`src/rtl/uart_pkg.sv`:
```
// Shared UART types and constants, used by uart_rx and uart_tx.
// Provides the rx FSM state enum and the baud divisor helper.
package uart_pkg;

    localparam int DATA_BITS = 8;
    localparam int CNT_W     = 16;

    typedef enum logic [2:0] {
        IDLE,
        START,
        DATA,
        STOP,
        BREAK
    } uart_rx_state_t;

    function automatic int bps_cnt(input int clk_freq, input int baud);
        return clk_freq / baud;
    endfunction

endpackage

```
`src/rtl/uart_rx_if.sv`:
```
// Receive-side bundle from uart_rx to its consumer.
// Ports: rx_data, rx_valid, frame_err, busy (all driven by master).
interface uart_rx_if
    import uart_pkg::*;
();

    logic [DATA_BITS-1:0] rx_data;
    logic                 rx_valid;
    logic                 frame_err;
    logic                 busy;

    modport master (
        output rx_data,
        output rx_valid,
        output frame_err,
        output busy
    );

    modport slave (
        input rx_data,
        input rx_valid,
        input frame_err,
        input busy
    );

endinterface

```
`src/rtl/sync_2ff.sv`:
```
// Two-flop synchroniser with parameterised reset value.
// Ports: clk, rst_n, d (async in), q (synchronised out).
module sync_2ff #(
    parameter int         W       = 1,
    parameter logic [W-1:0] RST_VAL = '0
) (
    input  logic         clk,
    input  logic         rst_n,
    input  logic [W-1:0] d,
    output logic [W-1:0] q
);

    logic [W-1:0] meta;

    always_ff @(posedge clk or negedge rst_n) begin
        if (!rst_n) begin
            meta <= RST_VAL;
            q    <= RST_VAL;
        end else begin
            meta <= d;
            q    <= meta;
        end
    end

endmodule

```
`src/rtl/uart_rx.sv`:
```
// 8N1 UART receiver, LSB first, mid-bit sampling.
// Ports: clk, rst_n, RX (raw pin), rx_bus (rx_data/rx_valid/frame_err/busy).
module uart_rx
    import uart_pkg::*;
#(
    parameter int CLK_FREQ = 50_000_000,
    parameter int UART_BPS = 9600
) (
    input  logic      clk,
    input  logic      rst_n,
    input  logic      RX,
    uart_rx_if.master rx_bus
);

    localparam int BPS_CNT = bps_cnt(CLK_FREQ, UART_BPS);
    localparam int HALF    = BPS_CNT / 2;

    localparam logic [CNT_W-1:0] CNT_LAST = CNT_W'(BPS_CNT - 1);
    localparam logic [CNT_W-1:0] CNT_MID  = CNT_W'(HALF - 1);
    localparam logic [2:0]       BIT_LAST = 3'(DATA_BITS - 1);

    if (BPS_CNT < 4 || BPS_CNT > 65535) begin : g_bad_bps
        $error("uart_rx: BPS_CNT out of range 4..65535");
    end

    logic rx_s;
    logic rx_d;
    logic fall;

    // Flops reset to 1, so their content is fake until the pin has
    // propagated through; only arm edge detection once a real high
    // has been seen, so a line held low across reset is ignored.
    logic [1:0] warm;
    logic       armed;

    uart_rx_state_t state, state_n;

    logic [CNT_W-1:0]     clk_cnt;
    logic [2:0]           bit_cnt;
    logic [DATA_BITS-1:0] shreg;

    logic cnt_last;
    logic cnt_mid;
    logic shift;
    logic load;
    logic err;

    sync_2ff #(
        .W       (1),
        .RST_VAL (1'b1)
    ) u_sync (
        .clk   (clk),
        .rst_n (rst_n),
        .d     (RX),
        .q     (rx_s)
    );

    always_ff @(posedge clk or negedge rst_n) begin
        if (!rst_n) begin
            rx_d  <= 1'b1;
            warm  <= 2'd0;
            armed <= 1'b0;
        end else begin
            rx_d <= rx_s;
            if (warm != 2'd3) begin
                warm <= warm + 2'd1;
            end
            if (warm == 2'd3 && rx_s) begin
                armed <= 1'b1;
            end
        end
    end

    assign fall     = armed & rx_d & ~rx_s;
    assign cnt_last = (clk_cnt == CNT_LAST);
    assign cnt_mid  = (clk_cnt == CNT_MID);

    always_ff @(posedge clk or negedge rst_n) begin
        if (!rst_n) begin
            state <= IDLE;
        end else begin
            state <= state_n;
        end
    end

    always_comb begin
        state_n = state;
        shift   = 1'b0;
        load    = 1'b0;
        err     = 1'b0;
        unique case (state)
            IDLE: begin
                if (fall) begin
                    state_n = START;
                end
            end
            START: begin
                if (cnt_mid) begin
                    state_n = rx_s ? IDLE : DATA;
                end
            end
            DATA: begin
                if (cnt_last) begin
                    shift = 1'b1;
                    if (bit_cnt == BIT_LAST) begin
                        state_n = STOP;
                    end
                end
            end
            STOP: begin
                // Leave at mid-stop so a back-to-back start is caught.
                if (cnt_last) begin
                    if (rx_s) begin
                        load    = 1'b1;
                        state_n = IDLE;
                    end else begin
                        err     = 1'b1;
                        state_n = BREAK;
                    end
                end
            end
            BREAK: begin
                if (rx_s) begin
                    state_n = IDLE;
                end
            end
            default: state_n = IDLE;
        endcase
    end

    always_ff @(posedge clk or negedge rst_n) begin
        if (!rst_n) begin
            clk_cnt          <= '0;
            bit_cnt          <= '0;
            shreg            <= '0;
            rx_bus.rx_data   <= '0;
            rx_bus.rx_valid  <= 1'b0;
            rx_bus.frame_err <= 1'b0;
        end else begin
            if (state_n != state || state == IDLE || cnt_last) begin
                clk_cnt <= '0;
            end else begin
                clk_cnt <= clk_cnt + 1'b1;
            end
            if (state != DATA) begin
                bit_cnt <= '0;
            end else if (shift) begin
                bit_cnt <= bit_cnt + 3'd1;
            end
            if (shift) begin
                shreg <= {rx_s, shreg[DATA_BITS-1:1]};
            end
            if (load) begin
                rx_bus.rx_data <= shreg;
            end
            rx_bus.rx_valid  <= load;
            rx_bus.frame_err <= err;
        end
    end

    assign rx_bus.busy = (state != IDLE);

endmodule

```
`src/flat_wrapper.sv`:
```
// flat-port wrapper written by rule: the top's interface ports become plain ports
module uart_rx_flat import uart_pkg::*;
#(
    parameter int CLK_FREQ = 50_000_000,
    parameter int UART_BPS = 9600
)
  (clk, rst_n, RX, rx_bus_rx_data, rx_bus_rx_valid, rx_bus_frame_err, rx_bus_busy);
  uart_rx_if rx_bus_i ();
  input  logic clk;
  input  logic rst_n;
  input  logic RX;
  output wire logic [$bits(rx_bus_i.rx_data)-1:0] rx_bus_rx_data;
  output wire logic [$bits(rx_bus_i.rx_valid)-1:0] rx_bus_rx_valid;
  output wire logic [$bits(rx_bus_i.frame_err)-1:0] rx_bus_frame_err;
  output wire logic [$bits(rx_bus_i.busy)-1:0] rx_bus_busy;
  assign rx_bus_rx_data = rx_bus_i.rx_data;
  assign rx_bus_rx_valid = rx_bus_i.rx_valid;
  assign rx_bus_frame_err = rx_bus_i.frame_err;
  assign rx_bus_busy = rx_bus_i.busy;
  uart_rx #(.CLK_FREQ(CLK_FREQ), .UART_BPS(UART_BPS)) u_core (.clk(clk), .rst_n(rst_n), .RX(RX), .rx_bus(rx_bus_i));
endmodule
```
`config.mk`:
```
export PLATFORM = sky130hd
export DESIGN_NAME = uart_rx_flat
export DESIGN_NICKNAME = d
export VERILOG_FILES = /design/src/rtl/uart_pkg.sv /design/src/rtl/uart_rx_if.sv /design/src/rtl/sync_2ff.sv /design/src/rtl/uart_rx.sv /design/src/flat_wrapper.sv
export SDC_FILE = /design/constraint.sdc
export NUM_CORES = 1
export LEC_CHECK = 0
export BUFFER_PORTS_ARGS = -buffer_cell sky130_fd_sc_hd__buf_2
export CORE_AREA = 2 2 67 69
export DETAILED_ROUTE_END_ITERATION = 10
export DIE_AREA = 0 0 69 71
export PLACE_DENSITY = 0.73
export SYNTH_ARGS = -nofsm -noshare
export SYNTH_HDL_FRONTEND = slang
export SYNTH_SLANG_ARGS = --single-unit
```
`constraint.sdc`:
```
create_clock -name clk -period 1.7 [get_ports clk]
set_input_delay 0.085 -clock clk [delete_from_list [all_inputs] [get_ports clk]]
set_output_delay 0.085 -clock clk [all_outputs]
set_load 0.01 [all_outputs]
```
==> flow_metrics.env <==
export IMPL_status="finished, violations left"
export IMPL_failed_checks="setup timing"
export IMPL_root_buffer="clkbuf_8"
export IMPL_postLayoutCellArea_sq_um=2790
export IMPL_rsz0062_at_grt="true"
export IMPL_cts_max_level=2
export IMPL_gp_congestion=0.851
export IMPL_clk_pin_slew_ns=0.08
export IMPL_finalWorstSetupSlack_ns=-0.138
export IMPL_hold_class="reg2reg"
export IMPL_irDropWorstVdd_mv=0.583
export IMPL_dr_total_vias=1600
export IMPL_maxSlewHeadroom_pct=61.4
export IMPL_viasPerCell=5.67
export IMPL_synth_area_leaders="dfrtp_1 49%, mux2_4 5.5%, mux2_2 4.6%"
export IMPL_synth_avg_cell_area_sq_um=12.1
export IMPL_ant_nets=0
export IMPL_grt_pass1_vias=1618
export IMPL_final_max_slew_viol_count=0
export IMPL_synth_top_family_by_area="simple AND/OR/NAND/NOR gates"
export IMPL_clockBufferDepth=2
export IMPL_timing_final_crit_share_pct=108
export IMPL_drive_gt1_share_pct=43.5
export IMPL_synth_xor_area_share_pct=5.59
export IMPL_regToRegSetupSlack_ns=-0.14
export IMPL_required_ns=1.89
export IMPL_crit_path_max_fanout=7
export IMPL_grt_ovfl_total=0
export IMPL_first_iter_violations=83
export IMPL_yosysSeqAreaShare_pct=52.6
export IMPL_criticalPathCategory="reg2reg"
export IMPL_wl_per_cell_um=16.3
export IMPL_setup_violations=28
export IMPL_drt_total_wl_um=4590
export IMPL_placed_cell_area_sq_um=2480
export IMPL_final_core_util_pct=66.3
export IMPL_fin_nets=236
export IMPL_cts_buffers=5
export IMPL_tns_ns=-2.58
export IMPL_synth_largest_area_cell="dfrtp_1"
export IMPL_syn_nets=188
export IMPL_tightest_slew_ns=0.579
export IMPL_hold_viol_final=0
export IMPL_port_buffers=13
export IMPL_ys_async_sr_fraction_pct=100
export IMPL_core_area_sq_um=4200
export IMPL_start_util_pct=52.2
export IMPL_track_usage_pct=20.6
export IMPL_synth_compound_area_share_pct=5.42
export IMPL_synth_flop_cell="dfrtp_1"
export IMPL_post_route_min_period_ns=1.84
export IMPL_yosys_area_top_type_share_pct=49.0
export IMPL_fp_row_count=24
export IMPL_timing_hold_ws_ns=0.358
export IMPL_hpwl_um=2960
export IMPL_stdcell_count=282
export IMPL_cts_sinks=46
export IMPL_syn_to_final_growth_pct=27.0
export IMPL_die_area_sq_um=4900
export IMPL_start_kind="flop"
export IMPL_synth_seq_cells=46
export IMPL_grt_pass1_wl_um=7990
export IMPL_die_x_um=69
export IMPL_die_y_um=71
export IMPL_antenna_found_initial=0
export IMPL_place_inst=263
export IMPL_p_leak_nw=1.35
export IMPL_drtPass1Iterations=4
export IMPL_synth_common_cells="43 x dfrtp_1, 12 x nor3_1, 11 x xor2_1"
export IMPL_ys_warn_count=0
export IMPL_netlist_instances=181
export IMPL_power_density_nw_per_um2=860
export IMPL_synth_distinct_cells=48
export IMPL_synthSimpleGateAreaFrac_pct=19.8
export IMPL_syn_area_sq_um=2190
export IMPL_drc=0
export IMPL_max_cap_violations=0
export IMPL_grt_max_degree=47
export IMPL_max_freq_mhz=544
export IMPL_yosysMostFrequentCell="dfrtp_1"
export IMPL_synth_edf_count=0
export IMPL_cp_data_arrival_time_ns=2.02
export IMPL_ios=14
export IMPL_insertion_delay_ns=0.29
export IMPL_fin_skew_ns=0.00595
export IMPL_synthAdderAreaFrac_pct=2.28
export IMPL_synthMuxAreaShare_pct=11.0
export IMPL_antenna_cells=0
export IMPL_cts_tree="built"
export IMPL_cp_end_kind="flop"
## report_power, final
group | leakage (nW) | switching [mW] | internal [mW] | total, mW
clock | 0.0482 | 0.340 | 0.328 | 0.668
sequential | 0.608 | 0.0487 | 1.15 | 1.20
combinational | 0.690 | 0.265 | 0.264 | 0.528
## metrics by stage
step                power [mW]  worst slack [ns]
CTS                       2.35           -0.0870
finish                    2.40            -0.138
global placement          1.58           -0.0634
detailed placement        1.60            -0.148
floorplan                 1.46           -0.0633
global route              2.54            -0.231
## cells in the final DEF, fill, tap and decap left out, types with 2 or more instances in the layout
master	instances
a21oi_1	3
and4_1	2
buf_2	13
buf_4	30
buf_6	4
clkbuf_8	6
dfrtp_1	43
dfstp_2	3
dlygate4sd3_1	2
ha_1	3
inv_1	4
mux2_4	16
mux2i_1	2
nand2_1	9
nand3_1	7
nand4_1	7
nor2_1	8
nor3_1	6
nor3_2	6
nor4_2	2
or3_1	2
xnor2_1	3
xor2_1	11
## logic make-up (layout without fill, tap and decap cells)
kind of cell,count (synthesis),after routing
flip-flops,46,46
XOR/XNOR,14,14
buffers and inverters,14,62
adder cells (fa/ha/maj),4,4
AO/OA/AOI/OAI,15,15
multiplexers,19,19
AND/OR/NAND/NOR,69,70
## critical path, stage by stage (launching register included)
cell and delay [ns]:
dfrtp_1 0.36, ha_2 0.19, nor4b_4 0.26, nand4b_1 0.19, buf_6 0.19, a221oi_4 0.27, buf_6 0.19, nor3_2 0.06
## registers in the layout (all words and copies together), names as in the netlist
signal and cells:
u_core.rx_bus.frame_err 1, u_core.rx_d 1, u_core.u_sync.meta 1, u_core.state 3
u_core.shreg 8, u_core.warm 2, u_core.u_sync.q 1, u_core.armed 1
u_core.rx_bus.rx_valid 1, u_core.bit_cnt 3, u_core.clk_cnt 16, u_core.rx_bus.rx_data 8
## per-layer routing
layer  part of all wire (%)  GRT usage (%)  vias up
met5                      0              0        -
met4                    1.2           6.97        0
met3                    3.7           5.41        5
met2                     52           34.5       39
met1                     43           26.3      802
li1                       -              -      754
## final cells by class
type                       instances  area (sq um)
inverter                           4          15.0
tap                               52          65.1
sequential                        46          1150
timing repair buffer              50           375
clock inverter                     1          5.00
multi-input combinational        122          1090
clock buffer                       7          86.3
fill                             319          1420
## repair_timing
item                                    4_1_cts  5_1_grt
endpoints found under the hold margin        44        0
buffers inserted                              5        3
gates resized for setup                      20       11
hold buffers                                  2        0
endpoints found under the setup margin       34       39
cloned                                        1        0
pin swaps                                    11        4
## path summary, 6_finish.rpt
path / endpoint / from / depth (start not counted)
setup / recovery: u_core.clk_cnt[11] / u_core.clk_cnt[1] / 7
hold / removal: u_core.u_sync.q / u_core.u_sync.meta / 0
setup reg to reg: u_core.clk_cnt[11] / u_core.clk_cnt[1] / 7
hold reg to reg: u_core.u_sync.q / u_core.u_sync.meta / 0
max in group asynchronous: u_core.state[2] / rst_n / 3
min in group asynchronous: u_core.clk_cnt[15] / rst_n / 3
(Power assumes the default switching activity.)
